$ cat config.mk
export PLATFORM = sky130hd
export DESIGN_NAME = adc_readout_sm
export DESIGN_NICKNAME = d
export VERILOG_FILES = /design/src/rtl/adc_readout_sm.sv
export SDC_FILE = /design/constraint.sdc
export NUM_CORES = 1
export LEC_CHECK = 0
export CORE_UTILIZATION = 40
export CTS_CLUSTER_SIZE = 24
export DETAILED_ROUTE_END_ITERATION = 16
export DONT_BUFFER_PORTS = 1
export SLEW_MARGIN = 10
export SYNTH_ARGS = -nofsm -noshare
export SYNTH_HDL_FRONTEND = slang
export SYNTH_SLANG_ARGS = --single-unit
$ cat constraint.sdc
create_clock -name clk -period 5 [get_ports clk]
set_clock_uncertainty 0.2 [all_clocks]
set_input_delay 1.25 -clock clk [delete_from_list [all_inputs] [get_ports clk]]
set_output_delay 1.25 -clock clk [all_outputs]
set_load 0.005 [all_outputs]
$ cat src/rtl/adc_readout_sm.sv
// adc_readout_sm: readout-side parser for one stored ADC fill.
// Pops a fill (fill header, per-waveform header + data bursts, checksum) from an
// FWFT FIFO, forwards every word through a one-deep valid/ready output register
// tagged with its type, and recomputes the 32-bit lane checksum.
//
// state    | meaning
// ---------+--------------------------------------------------------------
// IDLE     | waiting for rd_start
// FILL_HDR | forwarding fill header, latching burst/waveform counts
// WFM_HDR  | forwarding a waveform header, loading the burst counter
// DATA     | forwarding data bursts, accumulating the running sum
// CKSUM    | forwarding the checksum word and comparing against the sum
// DRAIN    | waiting for the checksum word to be accepted downstream
module adc_readout_sm #(
    parameter int BURST_CNT_W = 24,
    parameter int WFM_CNT_W   = 12
) (
    input  logic         clk,
    input  logic         reset_clk50,
    input  logic         rd_start,
    input  logic [127:0] fifo_dout,
    input  logic         fifo_empty,
    output logic         fifo_rd_en,
    output logic [127:0] out_data,
    output logic [1:0]   out_type,
    output logic         out_valid,
    input  logic         out_ready,
    output logic         out_last,
    output logic         checksum_err,
    output logic [31:0]  fill_cntr,
    output logic         rd_done,
    output logic         sm_idle
);

    typedef enum logic [5:0] {
        S_IDLE     = 6'b000001,
        S_FILL_HDR = 6'b000010,
        S_WFM_HDR  = 6'b000100,
        S_DATA     = 6'b001000,
        S_CKSUM    = 6'b010000,
        S_DRAIN    = 6'b100000
    } state_t;

    state_t                 state_q, state_d;
    logic [BURST_CNT_W-1:0] bursts_q, bursts_d;
    logic [BURST_CNT_W-1:0] burst_cnt_q, burst_cnt_d;
    logic [WFM_CNT_W-1:0]   wfm_cnt_q, wfm_cnt_d;
    logic [31:0]            sum_q, sum_d;
    logic [127:0]           out_data_q, out_data_d;
    logic [1:0]             out_type_q, out_type_d;
    logic                   out_valid_q, out_valid_d;
    logic                   out_last_q, out_last_d;
    logic                   cksum_err_q, cksum_err_d;
    logic [31:0]            fill_cntr_q, fill_cntr_d;
    logic                   rd_done_q, rd_done_d;

    logic                   xfer_state;
    logic                   fire;
    logic [1:0]             type_code;
    logic [31:0]            lane_sum;
    logic [WFM_CNT_W-1:0]   wfm_rem;
    logic [WFM_CNT_W-1:0]   hdr_wfms;
    state_t                 eow_state;

    // Transfer handshake, word tagging and next-state / datapath updates.
    always_comb begin
        state_d     = state_q;
        bursts_d    = bursts_q;
        burst_cnt_d = burst_cnt_q;
        wfm_cnt_d   = wfm_cnt_q;
        sum_d       = sum_q;
        out_data_d  = out_data_q;
        out_type_d  = out_type_q;
        out_valid_d = out_valid_q;
        out_last_d  = out_last_q;
        cksum_err_d = cksum_err_q;
        fill_cntr_d = fill_cntr_q;
        rd_done_d   = 1'b0;

        xfer_state = (state_q == S_FILL_HDR) || (state_q == S_WFM_HDR) ||
                     (state_q == S_DATA)     || (state_q == S_CKSUM);
        // Reset wins over any pop in the same cycle, so a fill abandoned by
        // reset leaves its remaining words in the FIFO.
        fire = xfer_state && !fifo_empty && (!out_valid_q || out_ready) && !reset_clk50;

        case (state_q)
            S_WFM_HDR: type_code = 2'd1;
            S_DATA:    type_code = 2'd2;
            S_CKSUM:   type_code = 2'd3;
            default:   type_code = 2'd0;
        endcase

        lane_sum = fifo_dout[31:0] + fifo_dout[63:32] + fifo_dout[95:64] + fifo_dout[127:96];
        hdr_wfms = fifo_dout[BURST_CNT_W+WFM_CNT_W-1:BURST_CNT_W];

        // End-of-waveform decision; counter is zero-tested before decrement.
        wfm_rem   = (wfm_cnt_q != '0) ? wfm_cnt_q - 1'b1 : '0;
        eow_state = (wfm_rem != '0) ? S_WFM_HDR : S_CKSUM;

        if (fire) begin
            out_data_d  = fifo_dout;
            out_type_d  = type_code;
            out_valid_d = 1'b1;
            out_last_d  = (state_q == S_CKSUM);
        end else if (out_ready) begin
            out_valid_d = 1'b0;
            out_last_d  = 1'b0;
        end

        case (state_q)
            S_IDLE: begin
                if (rd_start) begin
                    state_d     = S_FILL_HDR;
                    cksum_err_d = 1'b0;
                    sum_d       = '0;
                end
            end
            S_FILL_HDR: begin
                if (fire) begin
                    bursts_d  = fifo_dout[BURST_CNT_W-1:0];
                    wfm_cnt_d = hdr_wfms;
                    state_d   = (hdr_wfms != '0) ? S_WFM_HDR : S_CKSUM;
                end
            end
            S_WFM_HDR: begin
                if (fire) begin
                    burst_cnt_d = bursts_q;
                    if (bursts_q != '0) begin
                        state_d = S_DATA;
                    end else begin
                        wfm_cnt_d = wfm_rem;
                        state_d   = eow_state;
                    end
                end
            end
            S_DATA: begin
                if (fire) begin
                    sum_d = sum_q + lane_sum;
                    if (burst_cnt_q != '0) begin
                        burst_cnt_d = burst_cnt_q - 1'b1;
                    end
                    if (burst_cnt_q <= BURST_CNT_W'(1)) begin
                        wfm_cnt_d = wfm_rem;
                        state_d   = eow_state;
                    end
                end
            end
            S_CKSUM: begin
                if (fire) begin
                    cksum_err_d = (fifo_dout[31:0] != sum_q);
                    state_d     = S_DRAIN;
                end
            end
            S_DRAIN: begin
                if (!out_valid_q || out_ready) begin
                    rd_done_d   = 1'b1;
                    fill_cntr_d = fill_cntr_q + 32'd1;
                    state_d     = S_IDLE;
                end
            end
            default: state_d = S_IDLE;
        endcase
    end

    // State and datapath registers with synchronous reset.
    always_ff @(posedge clk) begin
        if (reset_clk50) begin
            state_q     <= S_IDLE;
            bursts_q    <= '0;
            burst_cnt_q <= '0;
            wfm_cnt_q   <= '0;
            sum_q       <= '0;
            out_data_q  <= '0;
            out_type_q  <= '0;
            out_valid_q <= 1'b0;
            out_last_q  <= 1'b0;
            cksum_err_q <= 1'b0;
            fill_cntr_q <= '0;
            rd_done_q   <= 1'b0;
        end else begin
            state_q     <= state_d;
            bursts_q    <= bursts_d;
            burst_cnt_q <= burst_cnt_d;
            wfm_cnt_q   <= wfm_cnt_d;
            sum_q       <= sum_d;
            out_data_q  <= out_data_d;
            out_type_q  <= out_type_d;
            out_valid_q <= out_valid_d;
            out_last_q  <= out_last_d;
            cksum_err_q <= cksum_err_d;
            fill_cntr_q <= fill_cntr_d;
            rd_done_q   <= rd_done_d;
        end
    end

    assign fifo_rd_en   = fire;
    assign out_data     = out_data_q;
    assign out_type     = out_type_q;
    assign out_valid    = out_valid_q;
    assign out_last     = out_last_q;
    assign checksum_err = cksum_err_q;
    assign fill_cntr    = fill_cntr_q;
    assign rd_done      = rd_done_q;
    assign sm_idle      = (state_q == S_IDLE);

endmodule

* Word-level counts from Yosys, hierarchy flattened
Index checks and enable logic that the tools add are counted.
** Word-level totals
- Register bits after elaboration :: 264
** Operators by class
- $add $sub $neg :: 7
- Mux-type cells :: 33
- $lt $le $gt $ge :: 1
- Equal/unequal tests :: 16
- Reductions and logical operators :: 28
- Bitwise logic cells :: 1
** Operator list (number)
- 32-bit adder :: 4
- 12-bit 2-to-1 mux :: 6
- 24-bit 2-to-1 mux :: 3
- 32-bit 2-to-1 mux :: 2
- 32-bit one-hot mux with 2 select lines :: 1
- 24-bit one-hot mux with 2 select lines :: 1
- 24-bit nonzero test :: 2
- 6-bit 2-to-1 mux :: 7
- 12-bit one-hot mux with 3 select lines :: 1
- 6-bit one-hot mux with 6 select lines :: 1
- 12-bit nonzero test :: 3
- 32-bit by 1-bit adder with 32-bit output (second input constant) :: 1
- 32-bit != test :: 1
- 24-bit by 1-bit <= comparator with 1-bit output (second input constant) :: 1
- 24-bit by 1-bit subtractor with 24-bit output (second input constant) :: 1
- 5-bit 2-to-1 mux :: 3
- 2-bit != test (second input constant) :: 7
- 12-bit by 1-bit subtractor with 12-bit output (second input constant) :: 1
- 2-bit nonzero test :: 4
- 7-bit AND reduction :: 1
- 6-bit by 1-bit equality test with 1-bit output (second input constant) :: 1
- 6-bit by 2-bit equality test with 1-bit output (second input constant) :: 1
- 6-bit by 3-bit equality test with 1-bit output (second input constant) :: 1
- 6-bit by 4-bit equality test with 1-bit output (second input constant) :: 1
- 16 further kinds :: 31

* Longest topological paths before layout
Gate-level depths: netlist (run 1).
- Word-level depth :: 9
- Mapped depth :: 15
- Mapped depth without buffers :: 14

* Worst setup path before layout (run 1)
OpenSTA, ideal clock, no wires.
- Path type :: input to register
- Start :: input fifo_dout[1]
- End :: register sum_q[15]
- Library setup time :: 117 ps
- Data arrival time :: 4896 ps
- Stages :: 13
- Data required time :: 4683 ps
- Setup slack :: -214 ps
- Path through :: inv_1 -> fa_1 -> fa_1 -> fa_1 -> inv_1 -> ha_1 -> fa_1 -> a211o_1 -> a211oi_1 -> o21bai_1 -> or3_1 -> a21o_1 -> a32o_1
** On the way
- Cells in the longest elaborated chain, start to end :: 6
** RTL lines
- start, declared :: line 21 : input logic [127:0] fifo_dout,
- 32-bit adder (3 in a row) :: line 93 : lane_sum = fifo_dout[31:0] + fifo_dout[63:32] + fifo_dout[95:64] + fifo_dout[127:96];
- 32-bit adder :: line 138 : sum_d = sum_q + lane_sum;
- 32-bit 2-to-1 mux :: line 137 : if (fire) begin
- 32-bit one-hot mux with 2 select lines :: line 110 : case (state_q)
- end signal, assigned :: line 185 : sum_q <= sum_d;
- end, declared :: line 48 : logic [31:0] sum_q, sum_d;
Every way passes these cells. The select of a mux whose other input is x is not followed.
A chain may end at the register's enable or synchronous reset.

* Worst setup path after layout (run 1)
- Start :: input fifo_dout[5]
- End :: register sum_q[25]
The elaborated chain is that of the path after synthesis.

==> impl_metrics.tcl, run 1 <==
set metrics [dict create \
    setup.worst_path.class "primary input to flip-flop" \
    numPlacedInstances 2537 \
    cap_violations 0 \
    yosysTopAreaCell "dfxtp_1" \
    setup_viol 0 \
    cts_setup_buffers 0 \
    dieArea_sq_um 40650 \
    route.detailed.drc 0 \
    synth_compound_area_frac 0.1692 \
    cts_tree "built" \
    dr.pass1.iters 6 \
    crit_chain "inv_1, fa_1, inv_1, fa_1, inv_1, fa_1, inv_1, ha_1, o211a_1, a211oi_2, buf_4, or4_4, a211o_1, a211o_1, nand3_1" \
    drtIter0Drc 1382 \
    port_buffers 0 \
    synth_common_cells "nand2_1, inv_1, dfxtp_1" \
    r2r_start "state_q[3]" \
    dieHeight_microns 201.6 \
    fmax_mhz 212.5 \
    ys_seq_area_frac 0.3316 \
    grt_pass1_vias 13730 \
    synth_most_common_cell "nand2_1" \
    worst_slew_pin_slew_ns 1.045 \
    arrival_ns 4.97 \
    timing.rr.end "wfm_cnt_q[1]" \
    rsz0062_at_grt "no" \
    use_met3 0.04924 \
    cpMaxStageDelayCell "or4_4" \
    hold_end "out_data[123]" \
    status "completed" \
    timing.slew.headroom 0.2968 \
    avgRoutedWirePerCell_microns 18.77 \
    yosys_register_bits 264 \
    gp_congestion 0.9164 \
    p_leak_nw 7.541 \
    holdPathStages 2 \
    ios 301 \
    antenna_found_initial 0 \
    hold_path.class "flip-flop to flip-flop" \
    synth-simple-area-share 0.2057 \
    cts_sinks 264 \
    yosys_warnings 0 \
    syn_avg_cell_area_sq_um 7.775 \
    cpPeakStageDelay_ns 0.56 \
    initial_core_util 0.4086 \
    final_core_util 0.4603 \
    end_kind "flip-flop" \
    viasPerCell 5.385 \
    synth_adder_area_share 0.1438 \
    grt_overflow 0 \
    slew_violations 0 \
    synthXorXnorAreaFrac 0.04506 \
    clk_pin_slew_worst_paths_ns 0.06 \
    cts_buffer_depth 3 \
    nets 2316 \
    synth_cell_type_count 79 \
    hp-start "out_data[123]" \
    cts-resized-gates 0 \
    syn_nets 2311 \
    synth_edf_count 0 \
    grt_use_met2 0.3904 \
    worst-path-max-fanout 5 \
    cts_buffers 34 \
    area_growth_pct 12.65 \
    drt-total-wl_microns 48770 \
    final_cells 2598 \
    synthArstFlopShare 0 \
    die_w_microns 201.6 \
    netlist_instances 2050 \
    htree_levels 2 \
    coreArea_sq_um 39010 \
    syn_area_sq_um 15940 \
    std_cell_rows 72 \
    use_met1 0.2997 \
    synthMuxAreaShare 0.006280 \
    grtUsageTotal 0.2373 \
    postRouteAntennaNets 0 \
    synth_top_area_share 0.3316 \
    grt_busiest_layer "met2" \
    hold_buffers 0 \
    fin_crit_ns 4.706 \
    crit_top_cell "inv_1" \
    drive_above_1_share 0.07837 \
    rrSetupSlack_ns 1.35 \
    grt_pass1_wl_microns 76040 \
    clock_tree.root_cell "clkbuf_16" \
    hpwl_microns 36030 \
    synth_top_family_by_area "simple AND/OR/NAND/NOR gates" \
    cp-start-kind "primary input" \
    num_antenna_cells 0 \
    required_ns 5.27 \
    p_per_area_nw_per_um2 402.6 \
    grt_max_degree 242 \
    clkLatencyLatePin_ns 0.54 \
    hold_violations 0 \
    vias 13990 \
    synthTopCellsByArea "dfxtp_1, fa_1, nand2_1" \
    synth_flop_cell "dfxtp_1" \
    period_share 0.9412 \
    ir_drop_mv 0.2400 \
    rr_worst_depth 6 \
]
==> where the power goes <==
part	internal, mW	switching [mW]
Sequential	2.16	0.0591
Clock	1.59	0.976
Combinational	1.06	1.39
==> metal layers <==
metal,routed length [microns],up-vias
met1,20400,6594
met3,3507,107
li1,-,6761
met5,0,-
met4,1830,0
met2,23020,528
==> logic make-up after synthesis <==
kind of cell	Yosys count
xor gates and xnor gates	82
adders and majority gates	128
muxes	10
buffers and inverters	406
AOI/OAI and AO/OA	440
and+or+nand+nor	720
DFF	264
==> cell type report <==
type                    instances  area (sq um)
inverters                     303          1140
clock buffers                  47          1023
flip-flops and latches        264          5285
multi-input cells            1380          9151
clock inverters                14         153.9
fillers                      3878         21050
repair buffers                 72         553.0
well taps                     518         648.1
==> worst max-delay path: cells and delay by family <==
kind	cells	cell delay [ns]
adder cells (fa/ha/maj)	4	1.88
buffers and inverters	5	0.32
AND/OR/NAND/NOR	2	0.65
AO/OA/AOI/OAI	4	0.86
==> placed cells by master, fill, tap and decap left out, types with 10 or more instances in the layout <==
master	Yosys	layout
nor4_1	27	27
mux2i_1	10	10
or3_1	11	11
ha_1	36	35
xnor2_1	15	15
fa_1	92	91
o21ai_0	39	38
o21a_1	10	10
o211ai_1	13	13
a21o_1	16	16
a21oi_1	236	234
o21ai_1	13	12
nand2_1	406	406
nand4_1	27	27
clkbuf_16	0	37
xor2_1	67	67
nand3_1	56	56
dfxtp_1	264	264
inv_1	301	301
nor3_1	35	34
nor2_1	87	86
buf_4	2	71
==> worst max path at each step <==
| stage | start | endpoint | slack (ns) | depth (start not counted) |
|---|---|---|---|---|
| finish | fifo_dout[5] | sum_q[25] | 0.29 | 15 |
| global placement | fifo_dout[5] | sum_q[21] | -0.22 | 15 |
| floorplan | fifo_dout[1] | sum_q[15] | -0.04 | 13 |
| global route | fifo_dout[5] | sum_q[25] | 0.14 | 15 |
| detailed placement | fifo_dout[5] | sum_q[25] | -0.24 | 15 |
| CTS | fifo_dout[5] | sum_q[25] | 0.31 | 15 |
==> per-stage QoR <==
stage                     setup slack (ns)  power [mW]  hold slack [ns]   TNS, ns  instance area, sq um
after global placement             -0.2154       4.662           0.2555    -1.467                 16780
final                               0.2938       7.229           0.2705         0                 17950
after detailed placement           -0.2422       4.675           0.2616    -1.715                 16780
after floorplan                   -0.04386       3.909           0.2438  -0.04386                 16000
after CTS                           0.3081       7.270           0.2710         0                 17950
after global routing                0.1357       7.648           0.2853         0                 17950
==> sequential cells by signal, summed over array words and instances, names as in the netlist <==
name and count:
out_data 128, fill_cntr 32, sum_q 32, burst_cnt_q 24, bursts_q 24, wfm_cnt_q 12, state_q 6, out_type 2
checksum_err 1, out_last 1, out_valid 1, rd_done 1
(Power assumes the default switching activity.)
==> run 2: changes to the inputs <==
- PLACE_DENSITY: unset -> 0.66
==> impl_metrics.tcl, run 2 (same netlist as run 1, synthesis figures left out) <==
set metrics [dict create \
    clkLatencyLatePin_ns 0.58 \
    fmax_mhz 215.8 \
    p_per_area_nw_per_um2 391.8 \
    p_int_mw 4.590 \
    grt_pass1_wl_microns 76420 \
    htree_levels 1 \
    setup_viol 0 \
    clk_pin_slew_worst_paths_ns 0.07 \
    cts_setup_buffers 0 \
    fin_crit_ns 4.633 \
    cts_sinks 264 \
    setup.worst_path.class "primary input to flip-flop" \
    port_buffers 0 \
    drive_above_1_share 0.07514 \
    timing.slew.headroom 0.2585 \
    grt_use_met2 0.3922 \
    cts_buffers 31 \
    slew_violations 0 \
    std_cell_rows 72 \
    dieHeight_microns 201.6 \
    gp_congestion 0.9351 \
    dp_slack_ns -0.2485 \
    cts-resized-gates 0 \
    grtUsageTotal 0.2350 \
    period_share 0.9267 \
    required_ns 5.33 \
    fin_area_sq_um 17820 \
    worst-path-max-fanout 5 \
    dieArea_sq_um 40650 \
    ir_drop_mv 0.2636 \
    hpwl_microns 35950 \
    post_dp_cell_area_sq_um 16800 \
    avgRoutedWirePerCell_microns 18.69 \
    rsz0062_at_grt "no" \
    worst_slew_pin_slew_ns 1.108 \
    drtIter0Drc 1226 \
    route.detailed.drc 0 \
    swShare 0.3428 \
    final_cell_mix "nand2_1, inv_1, dfxtp_1" \
    use_met1 0.2937 \
    arrival_ns 4.96 \
    vias 14190 \
    clock_tree.root_cell "clkbuf_16" \
    grt_busiest_layer "met2" \
    postRouteAntennaNets 0 \
    area_growth_pct 11.83 \
    die_w_microns 201.6 \
    cp-start-kind "primary input" \
    worst_slack_ns 0.3665 \
    hold_path.class "flip-flop to flip-flop" \
    combPwrFrac 0.352 \
    largest_register_ffs 128 \
    grt_pass1_vias 13870 \
    hold_violations 0 \
    grt_overflow 0 \
    initial_core_util 0.4086 \
    hold_buffers 0 \
    cts_buffer_depth 3 \
    power.net_switching_mw 2.394 \
    antenna_found_initial 0 \
    grt_max_degree 242 \
    final_common_cell "nand2_1" \
    clkPwrFrac 0.330 \
    cts_tree "built" \
    cap_violations 0 \
    p_leak_nw 7.463 \
    use_met3 0.04551 \
    coreArea_sq_um 39010 \
    drt-total-wl_microns 48510 \
    status "completed" \
    end_kind "flip-flop" \
    dr.pass1.iters 5 \
    viasPerCell 5.469 \
    nets 2316 \
    p_seq_frac 0.318 \
    ios 301 \
]
-- run 2: changes by cell type in the layout (fill, tap and decap cells not counted), sizes merged --
cell and delta:
inv +2, clkbuf -5, clkinv -5, diode +1, clkinvlp +1, buf +3
-- run 2: power by group through the flow --
stage / combinational (mW) / clock, mW / sequential (mW)
after floorplan: 1.66 / 0 / 2.25
after global placement: 2.41 / 0 / 2.26
after detailed placement: 2.43 / 0 / 2.27
after CTS: 2.45 / 2.34 / 2.22
after global routing: 2.75 / 2.43 / 2.22
final: 2.46 / 2.31 / 2.22
-- run 2: critical path: stages --
cell      delay, ns
inv_1          0.03
fa_1           0.53
inv_1          0.05
fa_1           0.49
inv_1          0.05
fa_1           0.50
inv_1          0.04
ha_1           0.35
o211a_1        0.21
a211oi_2       0.07
buf_4          0.15
or4_4          0.56
a211o_1        0.30
a211o_1        0.30
nand3_1        0.07
-- run 2: final cells by class --
type / instances / area [sq um]
Clock inverter: 12 / 157.7
Tap cell: 518 / 648.1
Multi-Input combinational cell: 1380 / 9149
Antenna cell: 1 / 2.502
Inverter: 303 / 1140
Sequential cell: 264 / 5285
Clock buffer: 42 / 867.1
Timing Repair Buffer: 75 / 575.6
Fill cell: 3903 / 21180
-- run 2: stage by stage --
stage	cells	total power [mW]	hold WS [ns]	util	setup TNS [ns]
after detailed placement	2540	4.700	0.2608	0.4306	-2.152
after global routing	2594	7.397	0.2826	0.4569	0
after CTS	2594	7.014	0.2700	0.4569	0
after global placement	2540	4.678	0.2543	0.4306	-1.668
after floorplan	2050	3.909	0.2438	-	-0.04386
final	2595	6.984	0.2697	0.4570	0
-- run 2: worst paths after layout --
check | start | cells after the start | slack (ns) | endpoint
setup / recovery | fifo_dout[4] | 15 | 0.37 | sum_q[25]
hold / removal | out_data[125] | 2 | 0.27 | out_data[125]
setup reg to reg | state_q[3] | 7 | 1.20 | out_data[18]
hold reg to reg | out_data[125] | 2 | 0.27 | out_data[125]
-- run 2: layer usage --
metal  vias up  routed length (microns)
met2       577                    22900
met3       121                     3427
met5         -                        0
li1       6763                        -
met1      6732                    19930
met4         0                     2254
